File: src/rtl/nios_pio_pkg.sv
// Shared constants for the nios_pio_ext parallel I/O slave: register
// addresses, edge-capture selection codes and interrupt mode codes.
package nios_pio_pkg;

    localparam logic [2:0] ADDR_DATA    = 3'd0;
    localparam logic [2:0] ADDR_DIR     = 3'd1;
    localparam logic [2:0] ADDR_IRQMASK = 3'd2;
    localparam logic [2:0] ADDR_EDGECAP = 3'd3;
    localparam logic [2:0] ADDR_OUTSET  = 3'd4;
    localparam logic [2:0] ADDR_OUTCLR  = 3'd5;

    localparam int EDGE_RISE = 0;
    localparam int EDGE_FALL = 1;
    localparam int EDGE_ANY  = 2;

    localparam int IRQ_EDGE  = 0;
    localparam int IRQ_LEVEL = 1;

endpackage

File: src/rtl/pio_sync_edge.sv
// Input synchroniser and edge detector for the PIO pins. The history flop
// resets to 0, so a pin held high through reset shows up as one rising
// edge once the synchroniser has filled.
module pio_sync_edge
    import nios_pio_pkg::*;
#(
    parameter int WIDTH       = 32,
    parameter int SYNC_STAGES = 2,
    parameter int EDGE_TYPE   = EDGE_RISE
) (
    input  logic             clk,
    input  logic             reset,
    input  logic [WIDTH-1:0] in_port,
    output logic [WIDTH-1:0] sync_in,
    output logic [WIDTH-1:0] edge_det
);

    logic [SYNC_STAGES-1:0][WIDTH-1:0] sync_q;
    logic [WIDTH-1:0]                  prev_q;

    assign sync_in = sync_q[SYNC_STAGES-1];

    // Shift pins through the synchroniser; prev keeps last cycle's synced value.
    always_ff @(posedge clk or posedge reset) begin
        if (reset) begin
            sync_q <= '0;
            prev_q <= '0;
        end else begin
            sync_q <= {sync_q[SYNC_STAGES-2:0], in_port};
            prev_q <= sync_q[SYNC_STAGES-1];
        end
    end

    // Select which transition of the synchronised input counts as an edge.
    always_comb begin
        edge_det = sync_in & ~prev_q;
        if (EDGE_TYPE == EDGE_FALL) begin
            edge_det = ~sync_in & prev_q;
        end else if (EDGE_TYPE == EDGE_ANY) begin
            edge_det = sync_in ^ prev_q;
        end
    end

endmodule

File: src/rtl/nios_pio_ext.sv
// Avalon-MM parallel I/O slave: per-bit direction, atomic set/clear of the
// output register, synchronised inputs, write-1-to-clear edge capture and a
// maskable interrupt. Read data is registered with a fixed one-cycle latency.
module nios_pio_ext
    import nios_pio_pkg::*;
#(
    parameter int          WIDTH       = 32,
    parameter int          SYNC_STAGES = 2,
    parameter int          EDGE_TYPE   = EDGE_RISE,
    parameter int          IRQ_MODE    = IRQ_EDGE,
    parameter logic [31:0] RESET_OUT   = 32'h0,
    parameter logic [31:0] RESET_DIR   = 32'h0
) (
    input  logic             clk,
    input  logic             reset,
    input  logic [2:0]       address,
    input  logic             chipselect,
    input  logic             write_n,
    input  logic [31:0]      writedata,
    output logic [31:0]      readdata,
    input  logic [WIDTH-1:0] in_port,
    output logic [WIDTH-1:0] out_port,
    output logic [WIDTH-1:0] oe_port,
    output logic             irq
);

    logic [WIDTH-1:0] out_q, out_d;
    logic [WIDTH-1:0] dir_q, dir_d;
    logic [WIDTH-1:0] mask_q, mask_d;
    logic [WIDTH-1:0] cap_q, cap_d;
    logic [31:0]      rdata_q, rdata_d;
    logic [WIDTH-1:0] sync_in;
    logic [WIDTH-1:0] edge_det;
    logic [WIDTH-1:0] wdata;
    logic [WIDTH-1:0] clr;
    logic             wr_en;

    pio_sync_edge #(
        .WIDTH       (WIDTH),
        .SYNC_STAGES (SYNC_STAGES),
        .EDGE_TYPE   (EDGE_TYPE)
    ) u_sync_edge (
        .clk      (clk),
        .reset    (reset),
        .in_port  (in_port),
        .sync_in  (sync_in),
        .edge_det (edge_det)
    );

    assign wr_en    = chipselect & ~write_n;
    assign wdata    = writedata[WIDTH-1:0];
    assign out_port = out_q;
    assign oe_port  = dir_q;
    assign readdata = rdata_q;

    // Interrupt comes only from registers so pins never reach irq combinationally.
    assign irq = (IRQ_MODE == IRQ_LEVEL) ? |(sync_in & mask_q) : |(cap_q & mask_q);

    // Register writes, capture update (a fresh edge beats its own clear) and read mux.
    always_comb begin
        out_d   = out_q;
        dir_d   = dir_q;
        mask_d  = mask_q;
        clr     = '0;
        rdata_d = 32'h0;
        if (wr_en) begin
            case (address)
                ADDR_DATA:    out_d  = wdata;
                ADDR_DIR:     dir_d  = wdata;
                ADDR_IRQMASK: mask_d = wdata;
                ADDR_EDGECAP: clr    = wdata;
                ADDR_OUTSET:  out_d  = out_q | wdata;
                ADDR_OUTCLR:  out_d  = out_q & ~wdata;
                default: ;
            endcase
        end
        cap_d = edge_det | (cap_q & ~clr);
        case (address)
            ADDR_DATA:    rdata_d = 32'((dir_q & out_q) | (~dir_q & sync_in));
            ADDR_DIR:     rdata_d = 32'(dir_q);
            ADDR_IRQMASK: rdata_d = 32'(mask_q);
            ADDR_EDGECAP: rdata_d = 32'(cap_q);
            default:      rdata_d = 32'h0;
        endcase
    end

    // Register file state and registered read data.
    always_ff @(posedge clk or posedge reset) begin
        if (reset) begin
            out_q   <= RESET_OUT[WIDTH-1:0];
            dir_q   <= RESET_DIR[WIDTH-1:0];
            mask_q  <= '0;
            cap_q   <= '0;
            rdata_q <= 32'h0;
        end else begin
            out_q   <= out_d;
            dir_q   <= dir_d;
            mask_q  <= mask_d;
            cap_q   <= cap_d;
            rdata_q <= rdata_d;
        end
    end

endmodule

File: config.mk
export PLATFORM = sky130hd
export DESIGN_NAME = nios_pio_ext
export DESIGN_NICKNAME = d
export VERILOG_FILES = /design/src/rtl/nios_pio_pkg.sv /design/src/rtl/pio_sync_edge.sv /design/src/rtl/nios_pio_ext.sv
export SDC_FILE = /design/constraint.sdc
export NUM_CORES = 1
export LEC_CHECK = 0
export CELL_PAD_IN_SITES_DETAIL_PLACEMENT = 1
export CELL_PAD_IN_SITES_GLOBAL_PLACEMENT = 1
export CORE_MARGIN = 5
export CORE_UTILIZATION = 40
export CTS_BUF_LIST = sky130_fd_sc_hd__clkbuf_4 sky130_fd_sc_hd__clkbuf_8
export DETAILED_ROUTE_END_ITERATION = 12
export PLACE_DENSITY_LB_ADDON = 0.05
export SLEW_MARGIN = 20
export SYNTH_ARGS = -nofsm -noshare
export SYNTH_HDL_FRONTEND = slang
export SYNTH_SLANG_ARGS = --single-unit
File: constraint.sdc
create_clock -name clk -period 21.5 [get_ports clk]
set_input_delay 3.225 -clock clk [delete_from_list [all_inputs] [get_ports clk]]
set_output_delay 3.225 -clock clk [all_outputs]
set_load 0.01 [all_outputs]
==> flow_summary.yaml <==
yosys:
  ys_types: 30
  synthFlopType: "dfrtp_1"
  synth_top_family_by_area: "compound AO/OA/AOI/OAI gates"
  ys_ff_latch: 256
  ys_warn_count: 0
  syn_avg_cell_area_um2: 13.3
  synthCells: 752
  synth_edf_count: 0
  synth_compound_area_frac: 0.154
  syn_nets: 823
  synth-simple-area-share: 0.0513
  ys_async_sr_fraction: 1.00
  ys_seq_area_frac: 0.642
  synth_mux_area_frac: 0.116
  synth_area_um2: 9980
  synth_fa_ha_area_frac: 0
  synth_xor_area_frac: 0
setup_path:
  cp-end-kind: "output port"
  critPathKind: "flip-flop to output port"
  start_kind: "flip-flop"
  r2r-start: "oe_port[7]"
  startpoint: "cap_q[18]"
  cp.required_ns: 18.27
  timing.critical_path.cells: "a22oi_1 -> nand4_1 -> or4_1 -> clkdlybuf4s50_1"
  cp_max_fo: 3
  crit_buf_inv: 1
  arrival_ns: 2.71
  path_delay_family: "simple AND/OR/NAND/NOR gates"
  cp_slowest_cell: "or4_1"
  critical-path-max-stage-delay_ns: 0.60
timing:
  drv_slew: 0
  period_needed_ns: 5.94
  setup_ws_ns: 15.56
  min_period_over_period: 0.276
  hold_viol: 0
  slew_headroom: 0.251
  setup_tns_ns: 0
  max_slew.worst_pin.slew_ns: 1.12
  hold_ws_ns: 0.342
  clock_skew_ns: 0.0190
  setup_viol: 0
  max_clock_freq_mhz: 168
  rsz0062_at_grt: "false"
route:
  post-route-drc-count: 0
  drtAntennaViolNets: 0
  vias: 7044
  drt_iter0_markers: 479
  vias_per_cell: 5.51
  dr.pass1.iters: 4
  post_drt_wl_per_cell_um: 22.5
  wirelength_um: 28800
clock_tree:
  clkTransAtPathRegs_ns: 0.06
  clk_latency_ns: 0.54
  clockBufferDepth: 3
  cts_resized: 0
  cts_tree: "done"
  post_cts_buffers: 0
  cts_num_sinks: 256
  root_buffer: "clkbuf_8"
  cts_hold_buf: 0
  htree_levels: 2
  cts_made_buffers: 43
pwr:
  power.density_nw_per_um2: 100
  vdd_drop_max_v: 0.0000531
  p_leak_uw: 0.00567
global_routing:
  grt_pass1_wl_um: 45900
  grt_pass1_vias: 7894
  grt_use_total: 0.204
  antenna_found_initial: 0
  grt.overflow.total: 0
  grt_max_degree: 106
min_path:
  hold_path_class: "flip-flop to flip-flop"
  hp-start: "u_sync_edge.sync_q[30]"
place:
  post-place-ws_ns: 15.11
  dp_hpwl_um: 18100
  finalWeightedCongestion: 0.769
  io_buffer_count: 167
floorplanning:
  io_pins: 168
  start_util: 0.408
  die_h_um: 168
  die_x_um: 168
  num_rows: 57
  core_um2: 24500
  die-area_um2: 28200
finish:
  syn_to_final_growth_pct: 28.6
  layout-drive-gt1-share: 0.136
  antenna_cells: 0
  nets: 993
run:
  max_cap_viol_count: 0
run_status:
  status: "finished clean"
metrics by stage:
| stage | util | cell area (um^2) | std cells | total power (uW) |
|---|---|---|---|---|
| 6_report | 0.525 | 12800 | 1278 | 1290 |
| 5_1_grt | 0.525 | 12800 | 1278 | 1350 |
| 4_1_cts | 0.524 | 12800 | 1277 | 1310 |
| 3_5_place_dp | 0.485 | 11900 | 1200 | 843 |
| 3_3_place_gp | 0.485 | 11900 | 1200 | 833 |
| 2_1_floorplan | - | 9980 | 752 | 705 |
worst paths after layout:
kind                                           end  slack, ns  cells after the start
max in group asynchronous                mask_q[8]      16.80                      3
min in group asynchronous             readdata[27]       3.20                      2
min reg2reg                u_sync_edge.sync_in[30]       0.34                      0
max                                            irq      15.56                      4
min                        u_sync_edge.sync_in[30]       0.34                      0
max reg2reg                            readdata[7]      20.25                      3
registers in the layout (all words and copies together), names as in the netlist:
name and flops:
u_sync_edge.prev_q 32, oe_port 32, u_sync_edge.sync_q 32, mask_q 32, out_port 32, u_sync_edge.sync_in 32, readdata 32, cap_q 32
cells by family (layout without fill, tap and decap cells):
family | Yosys count | count (layout)
mux | 96 | 96
buf+inv | 81 | 283
compound gates | 224 | 224
flops | 256 | 256
simple gates | 95 | 95
per-layer routing:
metal | track usage | part of all wire | vias to the layer above
li1 | - | - | 3109
met1 | 0.287 | 0.45 | 3675
met2 | 0.326 | 0.47 | 223
met3 | 0.0436 | 0.064 | 37
met4 | 0.0455 | 0.017 | 0
met5 | 0 | 0 | -
worst register-to-register path: cells and delay by family, from the launching register on:
kind,cells,cell delay (ns)
flops,1,0.46
mux,1,0.23
compound gates,2,0.41
cell usage in the layout, fill, tap and decap left out, types with 16 or more instances in the layout:
cell type and n:
a22o_1 32, o21a_1 16, nor2_1 16, mux2_1 30, clkdlybuf4s50_1 164, dfrtp_1 256
o2bb2ai_1 16, o21ai_0 32, clkbuf_8 57, mux2i_1 32, a21oi_1 64, mux2_4 30
a221o_1 16, a22oi_1 16, nand3_1 64, a211oi_1 32, inv_1 32, clkbuf_4 18
Yosys cell counts (all sizes together) (4+ instances only):
cell / count / area (um^2)
mux2i: 32 / 320
o2bb2ai: 16 / 140
o21ai: 32 / 160
a22o: 32 / 280
nand3: 64 / 320
a21oi: 64 / 320
mux2: 64 / 833
inv: 33 / 124
a211oi: 32 / 240
o21a: 16 / 120
nand4: 4 / 25.0
a22oi: 16 / 120
buf: 25 / 160
dfrtp: 256 / 6410
a221o: 16 / 160
clkbuf: 23 / 86.3
nor2: 16 / 60.1
report_power, final:
| part | leakage [uW] | internal [uW] | switching [uW] |
|---|---|---|---|
| combinational | 0.00219 | 131 | 101 |
| clock | 0.000500 | 267 | 189 |
| sequential | 0.00299 | 543 | 58.1 |
| total | 0.00567 | 941 | 348 |
area by class of cell:
| class | count | area, um^2 |
|---|---|---|
| Clock buffer | 75 | 920 |
| Clock inverter | 2 | 10.0 |
| Fill cell | 2488 | 11600 |
| Inverter | 33 | 131 |
| Multi-Input combinational cell | 415 | 3240 |
| Sequential cell | 256 | 6410 |
| Tap cell | 324 | 405 |
| Timing Repair Buffer | 173 | 1720 |
Note: power is estimated with default switching activity, not from simulation.
